==> src/rtl/seven_seg_pkg.sv <==
// Shared definitions for the 8-digit multiplexed 7-segment scanner:
// active-high idle levels, slot phase type and the hex-to-segment table.
package seven_seg_pkg;

   localparam logic [6:0] SEG_OFF = 7'h00;
   localparam logic [7:0] AN_OFF  = 8'h00;

   typedef enum logic {PH_BLANK, PH_DRIVE} phase_t;

   // Active-high gfedcba patterns for 0..F
   localparam logic [6:0] SEG_TABLE [16] = '{
      7'h3F, 7'h06, 7'h5B, 7'h4F, 7'h66, 7'h6D, 7'h7D, 7'h07,
      7'h7F, 7'h6F, 7'h77, 7'h7C, 7'h39, 7'h5E, 7'h79, 7'h71
   };

   function automatic logic [6:0] hex_to_seg(input logic [3:0] nibble);
      return SEG_TABLE[nibble];
   endfunction

endpackage

==> src/rtl/seven_seg_scanner_if.sv <==
// Display-side bus between the register block and the scanner: frame contents in,
// frame-snapshot pulse back out.
interface seven_seg_scanner_if;
   logic [31:0] display;
   logic [7:0]  digit_enable;
   logic [7:0]  dp_in;
   logic        frame_start;

   modport master (output display, output digit_enable, output dp_in, input frame_start);
   modport slave  (input display, input digit_enable, input dp_in, output frame_start);
endinterface

==> src/rtl/hex_to_7seg.sv <==
// Combinational hex nibble to active-high gfedcba segment decoder.
module hex_to_7seg
   import seven_seg_pkg::*;
(
   input  logic [3:0] nibble,
   output logic [6:0] seg
);

   assign seg = hex_to_seg(nibble);

endmodule

==> src/rtl/seven_seg_scanner.sv <==
// Time-multiplexed driver for an 8-digit 7-segment display with per-slot dead-time
// and a per-frame snapshot of the displayed value.
module seven_seg_scanner
   import seven_seg_pkg::*;
#(
   parameter int CLK_FREQ_HZ  = 100_000_000,
   parameter int REFRESH_HZ   = 8_000,
   parameter int BLANK_CYCLES = 500,
   parameter bit ACTIVE_LOW   = 1'b1
) (
   input  logic                 clk,
   input  logic                 resetn,
   seven_seg_scanner_if.slave   bus,
   output logic [7:0]           an,
   output logic [6:0]           seg,
   output logic                 dp
);

   localparam int DIGIT_CYCLES = CLK_FREQ_HZ / REFRESH_HZ;
   localparam int CNT_W        = (DIGIT_CYCLES > 1) ? $clog2(DIGIT_CYCLES) : 1;
   localparam logic [7:0] AN_IDLE  = ACTIVE_LOW ? ~AN_OFF  : AN_OFF;
   localparam logic [6:0] SEG_IDLE = ACTIVE_LOW ? ~SEG_OFF : SEG_OFF;
   localparam logic       DP_IDLE  = ACTIVE_LOW;

   if (BLANK_CYCLES >= DIGIT_CYCLES || DIGIT_CYCLES < 2) begin : g_bad_params
      $fatal(1, "seven_seg_scanner: need DIGIT_CYCLES >= 2 and BLANK_CYCLES < DIGIT_CYCLES");
   end

   logic [CNT_W-1:0] cnt, cnt_nxt;
   logic [2:0]       dig, dig_nxt;
   logic [31:0]      sh_display;
   logic [7:0]       sh_en, sh_dp;
   logic             snap;
   phase_t           phase;
   logic [31:0]      cur_display;
   logic [7:0]       cur_en, cur_dp;
   logic [3:0]       nibble;
   logic [6:0]       seg_dec;
   logic [7:0]       an_nxt;
   logic [6:0]       seg_nxt;
   logic             dp_nxt;

   hex_to_7seg u_dec (
      .nibble (nibble),
      .seg    (seg_dec)
   );

   // On the snapshot edge the shadow regs are still stale, so bypass to the live inputs
   always_comb begin
      snap        = (cnt == '0) && (dig == 3'd0);
      cur_display = snap ? bus.display      : sh_display;
      cur_en      = snap ? bus.digit_enable : sh_en;
      cur_dp      = snap ? bus.dp_in        : sh_dp;
      nibble      = cur_display[{dig, 2'b00} +: 4];
      phase       = (32'(cnt) < BLANK_CYCLES) ? PH_BLANK : PH_DRIVE;

      cnt_nxt = cnt + CNT_W'(1);
      dig_nxt = dig;
      if (cnt == CNT_W'(DIGIT_CYCLES - 1)) begin
         cnt_nxt = '0;
         dig_nxt = dig + 3'd1;
      end

      an_nxt  = AN_IDLE;
      seg_nxt = SEG_IDLE;
      dp_nxt  = DP_IDLE;
      if (phase == PH_DRIVE && cur_en[dig]) begin
         an_nxt  = ACTIVE_LOW ? ~(8'd1 << dig) : (8'd1 << dig);
         seg_nxt = ACTIVE_LOW ? ~seg_dec : seg_dec;
         dp_nxt  = ACTIVE_LOW ? ~cur_dp[dig] : cur_dp[dig];
      end
   end

   always_ff @(posedge clk) begin
      if (!resetn) begin
         cnt             <= '0;
         dig             <= 3'd0;
         sh_display      <= '0;
         sh_en           <= '0;
         sh_dp           <= '0;
         an              <= AN_IDLE;
         seg             <= SEG_IDLE;
         dp              <= DP_IDLE;
         bus.frame_start <= 1'b0;
      end else begin
         cnt             <= cnt_nxt;
         dig             <= dig_nxt;
         an              <= an_nxt;
         seg             <= seg_nxt;
         dp              <= dp_nxt;
         bus.frame_start <= snap;
         if (snap) begin
            sh_display <= bus.display;
            sh_en      <= bus.digit_enable;
            sh_dp      <= bus.dp_in;
         end
      end
   end

endmodule

==> src/flat_wrapper.sv <==
// flat-port wrapper written by rule: the top's interface ports become plain ports
module seven_seg_scanner_flat import seven_seg_pkg::*;
#(
   parameter int CLK_FREQ_HZ  = 100_000_000,
   parameter int REFRESH_HZ   = 8_000,
   parameter int BLANK_CYCLES = 500,
   parameter bit ACTIVE_LOW   = 1'b1
)
  (clk, resetn, an, seg, dp, bus_display, bus_digit_enable, bus_dp_in, bus_frame_start);
  seven_seg_scanner_if bus_i ();
  input  logic clk;
  input  logic resetn;
  output logic [7:0] an;
  output logic [6:0] seg;
  output logic dp;
  input wire logic [$bits(bus_i.display)-1:0] bus_display;
  input wire logic [$bits(bus_i.digit_enable)-1:0] bus_digit_enable;
  input wire logic [$bits(bus_i.dp_in)-1:0] bus_dp_in;
  output wire logic [$bits(bus_i.frame_start)-1:0] bus_frame_start;
  assign bus_i.display = bus_display;
  assign bus_i.digit_enable = bus_digit_enable;
  assign bus_i.dp_in = bus_dp_in;
  assign bus_frame_start = bus_i.frame_start;
  seven_seg_scanner #(.CLK_FREQ_HZ(CLK_FREQ_HZ), .REFRESH_HZ(REFRESH_HZ), .BLANK_CYCLES(BLANK_CYCLES), .ACTIVE_LOW(ACTIVE_LOW)) u_core (.clk(clk), .resetn(resetn), .bus(bus_i), .an(an), .seg(seg), .dp(dp));
endmodule
==> config.mk <==
export PLATFORM = sky130hd
export DESIGN_NAME = seven_seg_scanner_flat
export DESIGN_NICKNAME = d
export VERILOG_FILES = /design/src/rtl/seven_seg_pkg.sv /design/src/rtl/seven_seg_scanner_if.sv /design/src/rtl/hex_to_7seg.sv /design/src/rtl/seven_seg_scanner.sv /design/src/flat_wrapper.sv
export SDC_FILE = /design/constraint.sdc
export NUM_CORES = 1
export LEC_CHECK = 0
export CAP_MARGIN = 20
export CORE_MARGIN = 3
export CORE_UTILIZATION = 40
export DETAILED_ROUTE_END_ITERATION = 10
export SKIP_LAST_GASP = 1
export SYNTH_ARGS = -nofsm -noshare
export SYNTH_HDL_FRONTEND = slang
export SYNTH_SLANG_ARGS = --single-unit
==> constraint.sdc <==
create_clock -name clk -period 6.2 [get_ports clk]
set_input_delay 1.24 -clock clk [delete_from_list [all_inputs] [get_ports clk]]
set_output_delay 1.24 -clock clk [all_outputs]
set_load 0.005 [all_outputs]
==> flow_summary.ini <==
[outcome]
status = complete, no violations

[critical_path]
worstSetupPathType = reg -> reg
cp.required_ns = 6.43
start_kind = flip-flop
r2r_cells = 10
reg2reg_setup_slack_ns = 1.81
reg2reg_from = u_core.dig[0]$_SDFFE_PN0P_
crit_path_end_kind = flip-flop
r2r_end = u_core.seg[1]$_SDFF_PN1_
crit_fanout = 24
worstPathArrival_ns = 4.62

[route]
wl_met2_um = 3640
wl_per_cell_um = 13.9
vias = 2796
post-route-drc-count = 0
drtAntennaViolNets = 0
wl_met3_um = 277
drt_pass1_iterations = 4
drt-met1-wl_um = 3850
routed.top_layer = met4
drt-initial-drc-count = 128
wl_um = 7880
viasPerCell = 4.95

[clock_network]
cts_setup_buffers = 0
cts_root_buf = clkbuf_8
clockBufferDepth = 2
post_cts_resize_count = 0
numClockSinks = 82
cts_tree = done
cts_made_buffers = 9
htreeDepth = 3
clk-insertion-delay-late_ns = 0.34
clk_pin_slew_ns = 0.08
postCtsHoldBufs = 0

[sta]
slew_headroom = 0.520
hold_violations = 0
setup_viol = 0
layout_min_cycle_time_ns = 4.39
grt_setup_unrepaired = no
slew_violations = 0
tightest_slew_ns = 0.720
tns_ns = 0
fin_skew_ns = 0.00761
fmax_mhz = 228
whs_ns = 0.465
finalCritPeriodShare = 0.708

[grt]
grt_antenna_before_repair = 0
overflow = 0
grt_pass1_vias = 2710
grt_max_degree = 53
grt_pass1_wl_um = 13100
grtUsageTotal = 0.149

[worst_hold_path]
hp-class = reg -> reg
hold_start = u_core.cnt[0]$_SDFF_PP0_
min_to = u_core.cnt[0]$_SDFF_PP0_
hold-path-cell-count = 1

[synth]
syn_nets = 433
synth_area_leaders = dfxtp_1, mux2i_1, mux4_2
avgSynthCellArea_um2 = 10.4
yosysWarnings = 0
synth_area_mm2 = 0.00383
yosysTopAreaCellShare = 0.429
syn_inst = 369
synth-seq-cells = 82
yosysSeqAreaShare = 0.429
ys_types = 44
yosys.area.top_type = dfxtp_1

[placement]
dpl_cell_area_mm2 = 0.00458
hpwl_um = 5800
gp_congestion = 0.759
io_buffers = 66
dp_cells = 549

[layout]
fin_cells = 565
final_cell_area_mm2 = 0.00474
syn2layout_area_growth_pct = 23.9
multi_input_comb_area_mm2 = 0.00204
final_cell_mix = dfxtp_1, nor2_1, clkdlybuf4s50_1
n_antenna_cell = 0
drive_gt1_frac = 0.0894
final_common_cell = dfxtp_1
nFillCells = 896
seq_area_mm2 = 0.00164
nets = 495

[floorplanning]
coreArea_mm2 = 0.00928
start_util = 0.412
fp.dieH_um = 104
rows = 35
ios = 67
die_x_um = 104
fp.dieArea_mm2 = 0.0108

[job]
maxCapViolations = 0

[pwr]
power_density_mw_per_mm2 = 241
peakVddDrop_uv = 112
leakage_uw = 0.00195
flip-flops by register name (all words and copies together) (netlist names):
signal	flops
u_core.an	8
u_core.seg	7
u_core.dig	3
u_core.sh_display	32
u_core.sh_dp	8
u_core.sh_en	8
u_core.dp	1
u_core.bus.frame_start	1
u_core.cnt	14
power breakdown:
group	internal, uW	leakage [uW]	switching [uW]
combinational	126	0.00119	107
clock	155	0.0000872	179
sequential	559	0.000672	13.4
total	841	0.00195	300
stage by stage:
stage	setup slack (ns)	power [uW]	utilization
after detailed placement	1.74	819	0.493
final	1.81	1140	0.511
after floorplan	2.69	758	-
after CTS	1.73	1150	0.511
after global placement	1.87	814	0.493
after global routing	1.40	1200	0.511
logic make-up (layout without fill, tap and decap cells):
logic type               after synthesis  in the layout  share of synthesized area
AO/OA/AOI/OAI                         18             18                     0.0340
XOR/XNOR                              12             12                     0.0275
adder cells (fa/ha/maj)               14             14                     0.0458
buffers and inverters                 31             98                     0.0386
flip-flops                            82             82                      0.429
multiplexers                          74             74                      0.266
AND/OR/NAND/NOR                      138            138                      0.159
per-layer routing:
layer	global-route usage	vias to the layer above
met5	0	-
met3	0.0274	10
met2	0.232	54
met1	0.208	1324
li1	-	1408
met4	0.0513	0
cells in the mapped netlist, drive strengths merged:
master / n
a211oi: 1
a21oi: 4
a221o: 2
a22o: 1
a22oi: 4
and2: 1
and3: 1
and4: 1
buf: 10
clkbuf: 9
clkinv: 1
dfxtp: 82
ha: 14
inv: 11
mux2: 3
mux2i: 51
mux4: 20
nand2: 28
nand2b: 1
nand3: 12
nand4: 5
nor2: 77
nor2b: 2
nor3: 4
nor4: 2
nor4b: 2
o2111ai: 1
o211ai: 2
o21ai: 3
or2: 1
or3: 1
xnor2: 5
xor2: 7
worst max path at each step:
stage | startpoint | cells past startpoint | slack, ns | end
after floorplan | u_core.dig[0]$_SDFFE_PN0P_ | 15 | 2.69 | u_core.seg[3]$_SDFF_PN1_
after global placement | u_core.dig[0]$_SDFFE_PN0P_ | 10 | 1.87 | u_core.seg[1]$_SDFF_PN1_
after detailed placement | u_core.dig[0]$_SDFFE_PN0P_ | 10 | 1.74 | u_core.seg[1]$_SDFF_PN1_
after CTS | u_core.dig[0]$_SDFFE_PN0P_ | 10 | 1.73 | u_core.seg[1]$_SDFF_PN1_
after global routing | u_core.dig[0]$_SDFFE_PN0P_ | 10 | 1.40 | u_core.seg[1]$_SDFF_PN1_
final | u_core.dig[0]$_SDFFE_PN0P_ | 10 | 1.81 | u_core.seg[1]$_SDFF_PN1_
layout make-up:
cell class / count / area share
well taps: 129 / 0.0341
repair buffers: 70 / 0.146
clock buffers: 13 / 0.0314
multi-input cells: 256 / 0.430
inverters: 12 / 0.00950
flip-flops and latches: 82 / 0.346
clock inverters: 3 / 0.00317
critical path, stage by stage (launching register included):
cell and delay [ns]:
dfxtp_1 0.66, inv_1 0.49, ha_1 0.39, nor4b_1 0.15, nand4_1 0.27, buf_4 0.41, mux4_1 0.61, a22oi_1 0.20
nand3_1 0.36, mux2_4 0.40, a221o_1 0.34
(Power assumes the default switching activity.)
